<file path="config.mk">
export PLATFORM = sky130hd
export DESIGN_NAME = front_panel_ctrl
export DESIGN_NICKNAME = d
export VERILOG_FILES = /design/src/rtl/front_panel_pkg.sv /design/src/rtl/sw_edge_det.sv /design/src/rtl/front_panel_ctrl.sv
export SDC_FILE = /design/constraint.sdc
export NUM_CORES = 1
export LEC_CHECK = 0
export BUFFER_PORTS_ARGS = -buffer_cell sky130_fd_sc_hd__buf_2
export CAP_MARGIN = 25
export CORE_ASPECT_RATIO = 0.5
export CORE_UTILIZATION = 34
export CTS_BUF_LIST = sky130_fd_sc_hd__clkbuf_8
export DETAILED_ROUTE_END_ITERATION = 7
export PLACE_DENSITY = 0.62
export SETUP_SLACK_MARGIN = 0.05
export SLEW_MARGIN = 0
export SYNTH_ARGS = -nofsm -noshare
export SYNTH_HDL_FRONTEND = slang
export SYNTH_SLANG_ARGS = --single-unit
</file>
<file path="constraint.sdc">
create_clock -name clk -period 5.9 [get_ports clk]
set_input_delay 1.77 -clock clk [delete_from_list [all_inputs] [get_ports clk]]
set_output_delay 1.77 -clock clk [all_outputs]
set_load 0.05 [all_outputs]
</file>
<file path="src/rtl/front_panel_pkg.sv">
// rtl/front_panel_pkg.sv - shared states, opcodes and command priority for the front panel sequencer
package front_panel_pkg;

  typedef enum logic [3:0] {
    IDLE,
    RUNNING,
    STOPPING,
    STEP,
    EXM_OP,
    EXM_LO,
    EXM_HI,
    EXN_NOP,
    DEP_WR
  } state_t;

  localparam logic [7:0] OP_JMP = 8'hC3;
  localparam logic [7:0] OP_NOP = 8'h00;

  // Bit positions in the command edge vector; a lower index wins.
  localparam int NUM_CMD  = 7;
  localparam int PRI_STOP = 0;
  localparam int PRI_EXM  = 1;
  localparam int PRI_EXN  = 2;
  localparam int PRI_DEP  = 3;
  localparam int PRI_DPN  = 4;
  localparam int PRI_STEP = 5;
  localparam int PRI_RUN  = 6;

  // Keep only the highest-priority edge; the rest are dropped, not queued.
  function automatic logic [NUM_CMD-1:0] pick_cmd(input logic [NUM_CMD-1:0] edges);
    return edges & (~edges + NUM_CMD'(1));
  endfunction

endpackage

</file>
<file path="src/rtl/sw_edge_det.sv">
// rtl/sw_edge_det.sv - registered rising-edge detector, masked for the first cycle after reset
module sw_edge_det #(
  parameter int W = 1
) (
  input  logic         clk,
  input  logic         reset,
  input  logic [W-1:0] d,
  output logic [W-1:0] rise
);

  logic [W-1:0] q;
  logic         armed;

  // armed stays low one cycle so levels already high at reset never count as edges
  always_ff @(posedge clk) begin
    if (reset) begin
      q     <= '0;
      armed <= 1'b0;
    end else begin
      q     <= d;
      armed <= 1'b1;
    end
  end

  assign rise = armed ? (d & ~q) : '0;

endmodule

</file>
<file path="src/rtl/front_panel_ctrl.sv">
// rtl/front_panel_ctrl.sv - front panel FSM: run/stop/step, examine and deposit via jammed opcodes
module front_panel_ctrl
  import front_panel_pkg::*;
#(
  parameter int TIMEOUT = 4096,
  parameter int TW      = 13
) (
  input  logic        clk,
  input  logic        reset,
  input  logic        sw_run,
  input  logic        sw_stop,
  input  logic        sw_step,
  input  logic        sw_exm,
  input  logic        sw_exn,
  input  logic        sw_dep,
  input  logic        sw_dpn,
  input  logic [15:0] addr_sw,
  input  logic [7:0]  data_sw,
  input  logic        cpu_rd,
  input  logic        cpu_m1,
  output logic        cpu_ready,
  output logic        jam_en,
  output logic [7:0]  jam_data,
  output logic        mem_we,
  output logic [7:0]  mem_wdata,
  output logic        running,
  output logic        busy,
  output logic        timeout_err
);

  state_t               state;
  state_t               nxt;
  logic [NUM_CMD-1:0]   sw_rise;
  logic [NUM_CMD-1:0]   cmd;
  logic                 rd_rise;
  logic [TW-1:0]        cnt;
  logic [15:0]          addr_q;
  logic                 dpn_flag;
  logic                 timed;
  logic                 tmo;
  logic                 accept;

  sw_edge_det #(.W(NUM_CMD)) u_sw_edge (
    .clk   (clk),
    .reset (reset),
    .d     ({sw_run, sw_step, sw_dpn, sw_dep, sw_exn, sw_exm, sw_stop}),
    .rise  (sw_rise)
  );

  sw_edge_det #(.W(1)) u_rd_edge (
    .clk   (clk),
    .reset (reset),
    .d     (cpu_rd),
    .rise  (rd_rise)
  );

  assign cmd = pick_cmd(sw_rise);

  always_comb begin
    nxt    = state;
    accept = 1'b0;
    tmo    = 1'b0;
    timed  = (state inside {STOPPING, STEP, EXM_OP, EXM_LO, EXM_HI, EXN_NOP});
    case (state)
      IDLE: begin
        accept = (|cmd) & ~cmd[PRI_STOP];
        if (cmd[PRI_EXM])       nxt = EXM_OP;
        else if (cmd[PRI_EXN])  nxt = EXN_NOP;
        else if (cmd[PRI_DEP])  nxt = DEP_WR;
        else if (cmd[PRI_DPN])  nxt = EXN_NOP;
        else if (cmd[PRI_STEP]) nxt = STEP;
        else if (cmd[PRI_RUN])  nxt = RUNNING;
      end
      RUNNING: begin
        if (cmd[PRI_STOP]) begin
          nxt    = STOPPING;
          accept = 1'b1;
        end
      end
      STOPPING: if (rd_rise && cpu_m1) nxt = IDLE;
      STEP:     if (rd_rise && cpu_m1) nxt = STOPPING;
      EXM_OP:   if (rd_rise) nxt = EXM_LO;
      EXM_LO:   if (rd_rise) nxt = EXM_HI;
      EXM_HI:   if (rd_rise) nxt = IDLE;
      EXN_NOP:  if (rd_rise) nxt = dpn_flag ? DEP_WR : IDLE;
      DEP_WR:   nxt = IDLE;
      default:  nxt = IDLE;
    endcase
    // A read edge in the same cycle as expiry counts as progress, not a timeout.
    if (timed && !rd_rise && cnt == TW'(TIMEOUT - 1)) begin
      tmo = 1'b1;
      nxt = IDLE;
    end
  end

  always_ff @(posedge clk) begin
    if (reset) begin
      state       <= IDLE;
      cnt         <= '0;
      addr_q      <= '0;
      dpn_flag    <= 1'b0;
      cpu_ready   <= 1'b0;
      jam_en      <= 1'b0;
      jam_data    <= 8'h00;
      mem_we      <= 1'b0;
      mem_wdata   <= 8'h00;
      running     <= 1'b0;
      busy        <= 1'b0;
      timeout_err <= 1'b0;
    end else begin
      state <= nxt;
      cnt   <= (nxt != state || rd_rise) ? '0 : cnt + TW'(1);

      if (state == IDLE && cmd[PRI_EXM]) addr_q <= addr_sw;

      if (state == IDLE && cmd[PRI_DPN])  dpn_flag <= 1'b1;
      else if (state == DEP_WR || tmo)    dpn_flag <= 1'b0;

      if (tmo)         timeout_err <= 1'b1;
      else if (accept) timeout_err <= 1'b0;

      if (nxt == DEP_WR) mem_wdata <= data_sw;

      // Outputs decode the state being entered so they line up with it.
      cpu_ready <= (nxt inside {RUNNING, STOPPING, STEP, EXM_OP, EXM_LO, EXM_HI, EXN_NOP});
      jam_en    <= (nxt inside {EXM_OP, EXM_LO, EXM_HI, EXN_NOP});
      mem_we    <= (nxt == DEP_WR);
      running   <= (nxt == RUNNING);
      busy      <= !(nxt inside {IDLE, RUNNING});
      case (nxt)
        EXM_OP:  jam_data <= OP_JMP;
        EXM_LO:  jam_data <= addr_q[7:0];
        EXM_HI:  jam_data <= addr_q[15:8];
        default: jam_data <= OP_NOP;
      endcase
    end
  end

endmodule
</file>
==> out/qor.csv <==
metric,value,unit
vias in the first global route,2159,
r2r endpoint,cnt[11]$_SDFF_PP0_,
"most common cell after layout, fill and taps aside",dfxtp_1,
Async SR Flop Fraction,0,
cts repair resizes,0,
Die Y,65.5,um
power share of the clock group,0.396,
WL final,6.07,mm
WP data arrival,3.81,ns
drt wl/cell,12.9,um
CTS tree,done,
Post-Syn Area,0.00275,sq mm
number of synthesized flops with an enable pin,0,
max incr delay on CP,0.64,ns
Mapped Cells,303,
Worst Skew,0.00861,ns
WHS Endpoint,addr_q[9]$_SDFFE_PP0P_,
# IOs,57,
register area,0.00130,sq mm
port bufs,56,
worst min-delay path class,reg2reg,
Fin Setup TNS,0,ns
gpl congestion,0.820,
sw frac,0.269,
fmax,280,MHz
Crit. End Element,register,
outcome,"complete, no violations",
vias per inst,4.89,
VDD IR max,110,uV
ratio of cells with drive above 1 in the final layout,0.250,
crit path cell chain,buf_2 > and3b_1 > nand2_1 > o32a_1 > nand4_1 > or3_4 > nor4_1,
Synth Flop Type,dfxtp_1,
first-pass GRT wire length,10.1,mm
multi-input logic area,0.00136,sq mm
initial DRC count,151,
R2R depth,6,
GR Overflow Total,0,
syn nets,339,
min-delay src,addr_q[9]$_SDFFE_PP0P_,
P_leak,1.36,nW
DIE AREA,0.00846,sq mm
Reg-to-Reg Start,u_sw_edge.armed$_DFF_P_,
slowest CP cell,o32a_1,
flop-to-flop setup slack,3.47,ns
#FFs+latches synth,65,
Least-Margin Pin Slew,0.760,ns
hold-fix buffers at CTS,0,
1st-pass router iterations,4,
Setup Buffers After CTS,0,
synthesis-to-layout area growth,21.5,%
Placement Cell Area,0.00311,sq mm
Worst Path Required,6.14,ns
RSZ-0062 raised after global routing,false,
DIE WIDTH,129,um
CTS Root Cell,clkbuf_8,
final-report hold violation count,0,
Rows,22,
Final Max Tran Viols,0,
clk sinks,65,
Worst-Skew Late Latency,0.34,ns
largest net degree at the start of global routing,43,
Crit Path Class,in2reg,
final period utilization,0.605,
DP Wirelength,4.37,mm
Antenna Nets Post-Route,0,
"delay-heaviest family, CP",simple AND/OR/NAND/NOR gates,
Relative slew margins,0.493,
Initial Util,0.363,
top-area cell type share of the netlist area,0.474,
Core Box Area,0.00757,sq mm
Max-Cap Viols,0,
layout net count,395,
average cell area after synthesis,9.06,sq um
Comb pwr share,0.147,
register area share after synthesis,0.474,
startpoint types,primary input,
via count,2308,
NetSw,0.000279,W
most frequent cells in the layout,"dfxtp_1, buf_2, nand2_1, a21oi_1, nor2_1",
# H-tree levels,3,
crit path buf inv count,1,
Flop pwr share,0.457,
dominant cell type by area after synthesis,dfxtp_1,
Power Internal,0.000757,W
Worst-path clk slew,0.07,ns
post-route cell area,0.00334,sq mm
Final Critical Period,3.57,ns
initial antenna violation count,0,
Synth cell types,50,
Syn. warnings,0,
drt drc,0,
ant diodes,0,
WHS Path Cells,2,
GRT Resource Usage Total,0.157,
Power Density,310,mW/mm^2
clk buf depth,2,
setup violators final,0,
Critical Path Fanout Max,13,
fill count,737,
Area contributors post-synth,"dfxtp_1, nand2_1, a21oi_1",
CTS buffer count,9,
[sequential cells by signal (all words and copies together), names as in the netlist, 4 cells and up]
signal and count:
mem_wdata 8, u_sw_edge.q 7, state 4, addr_q 16, cnt 13, jam_data 8
[how the worst max path moves through the flow]
stage / startpoint / endpoint / slack (ns) / depth (start not counted)
after CTS: cpu_rd / cnt[11]$_SDFF_PP0_ / 2.36 / 7
after global routing: cpu_rd / cnt[9]$_SDFF_PP0_ / 2.18 / 7
after detailed placement: cpu_rd / cnt[11]$_SDFF_PP0_ / 1.99 / 7
final: cpu_rd / cnt[11]$_SDFF_PP0_ / 2.33 / 7
after floorplan: sw_dpn / cnt[5]$_SDFF_PP0_ / 2.69 / 7
after global placement: sw_dpn / cnt[7]$_SDFF_PP0_ / 1.96 / 7
[cell families after synthesis]
| logic type | share of synthesized area |
|---|---|
| AND/OR/NAND/NOR | 0.290 |
| buffers and inverters | 0.0301 |
| AO/OA/AOI/OAI | 0.137 |
| multiplexers | 0.0292 |
| XOR/XNOR | 0.0351 |
| flip-flops | 0.474 |
| adder cells (fa/ha/maj) | 0.00456 |
[synth_stat cells (all sizes together) (6+ instances only)]
master and count:
nand4 10, nand2 46, dfxtp 65, o21ai 10, nor4 9, nand3 13
nor2b 17, nor3 8, clkbuf 8, nor2 18, xor2 6, mux2i 8
a21oi 28, nand2b 9
[through the flow]
stage / worst slack [ns] / instances / hold slack, ns / utilization / power [W]
floorplan: 2.69 / 303 / 0.431 / - / 0.000593
global placement: 1.96 / 454 / 0.443 / 0.409 / 0.000627
detailed placement: 1.99 / 455 / 0.445 / 0.411 / 0.000634
CTS: 2.36 / 471 / 0.455 / 0.440 / 0.00105
global route: 2.18 / 472 / 0.473 / 0.441 / 0.00109
finish: 2.33 / 472 / 0.452 / 0.441 / 0.00104
[layout make-up]
cell class                 count  share of cell area
clock buffer                  10              0.0413
clock inverter                 6              0.0248
inverter                       5             0.00563
multi-input combinational    220               0.408
sequential                    65               0.390
tap                          108              0.0405
timing repair buffer          58              0.0896
[routing by layer]
| layer | vias to the layer above | global-route usage | wire length [um] |
|---|---|---|---|
| li1 | 1165 | - | - |
| met5 | - | 0 | 0 |
| met3 | 8 | 0.0505 | 304 |
| met1 | 1078 | 0.191 | 2830 |
| met2 | 57 | 0.256 | 2840 |
| met4 | 0 | 0.0691 | 90 |
[tightest hold or removal path, cell delays in order (launching register included)]
cell and delay, ns:
dfxtp_1 0.31, nand2_1 0.05, a21oi_1 0.05
[power by group through the flow]
stage	clock, W	sequential [W]	combinational [W]
final	0.000410	0.000473	0.000152
after global routing	0.000448	0.000476	0.000165
after CTS	0.000423	0.000473	0.000152
after detailed placement	0	0.000483	0.000151
after global placement	0	0.000483	0.000144
after floorplan	0	0.000505	0.0000882
No activity file was read; power rests on OpenSTA's default activity.
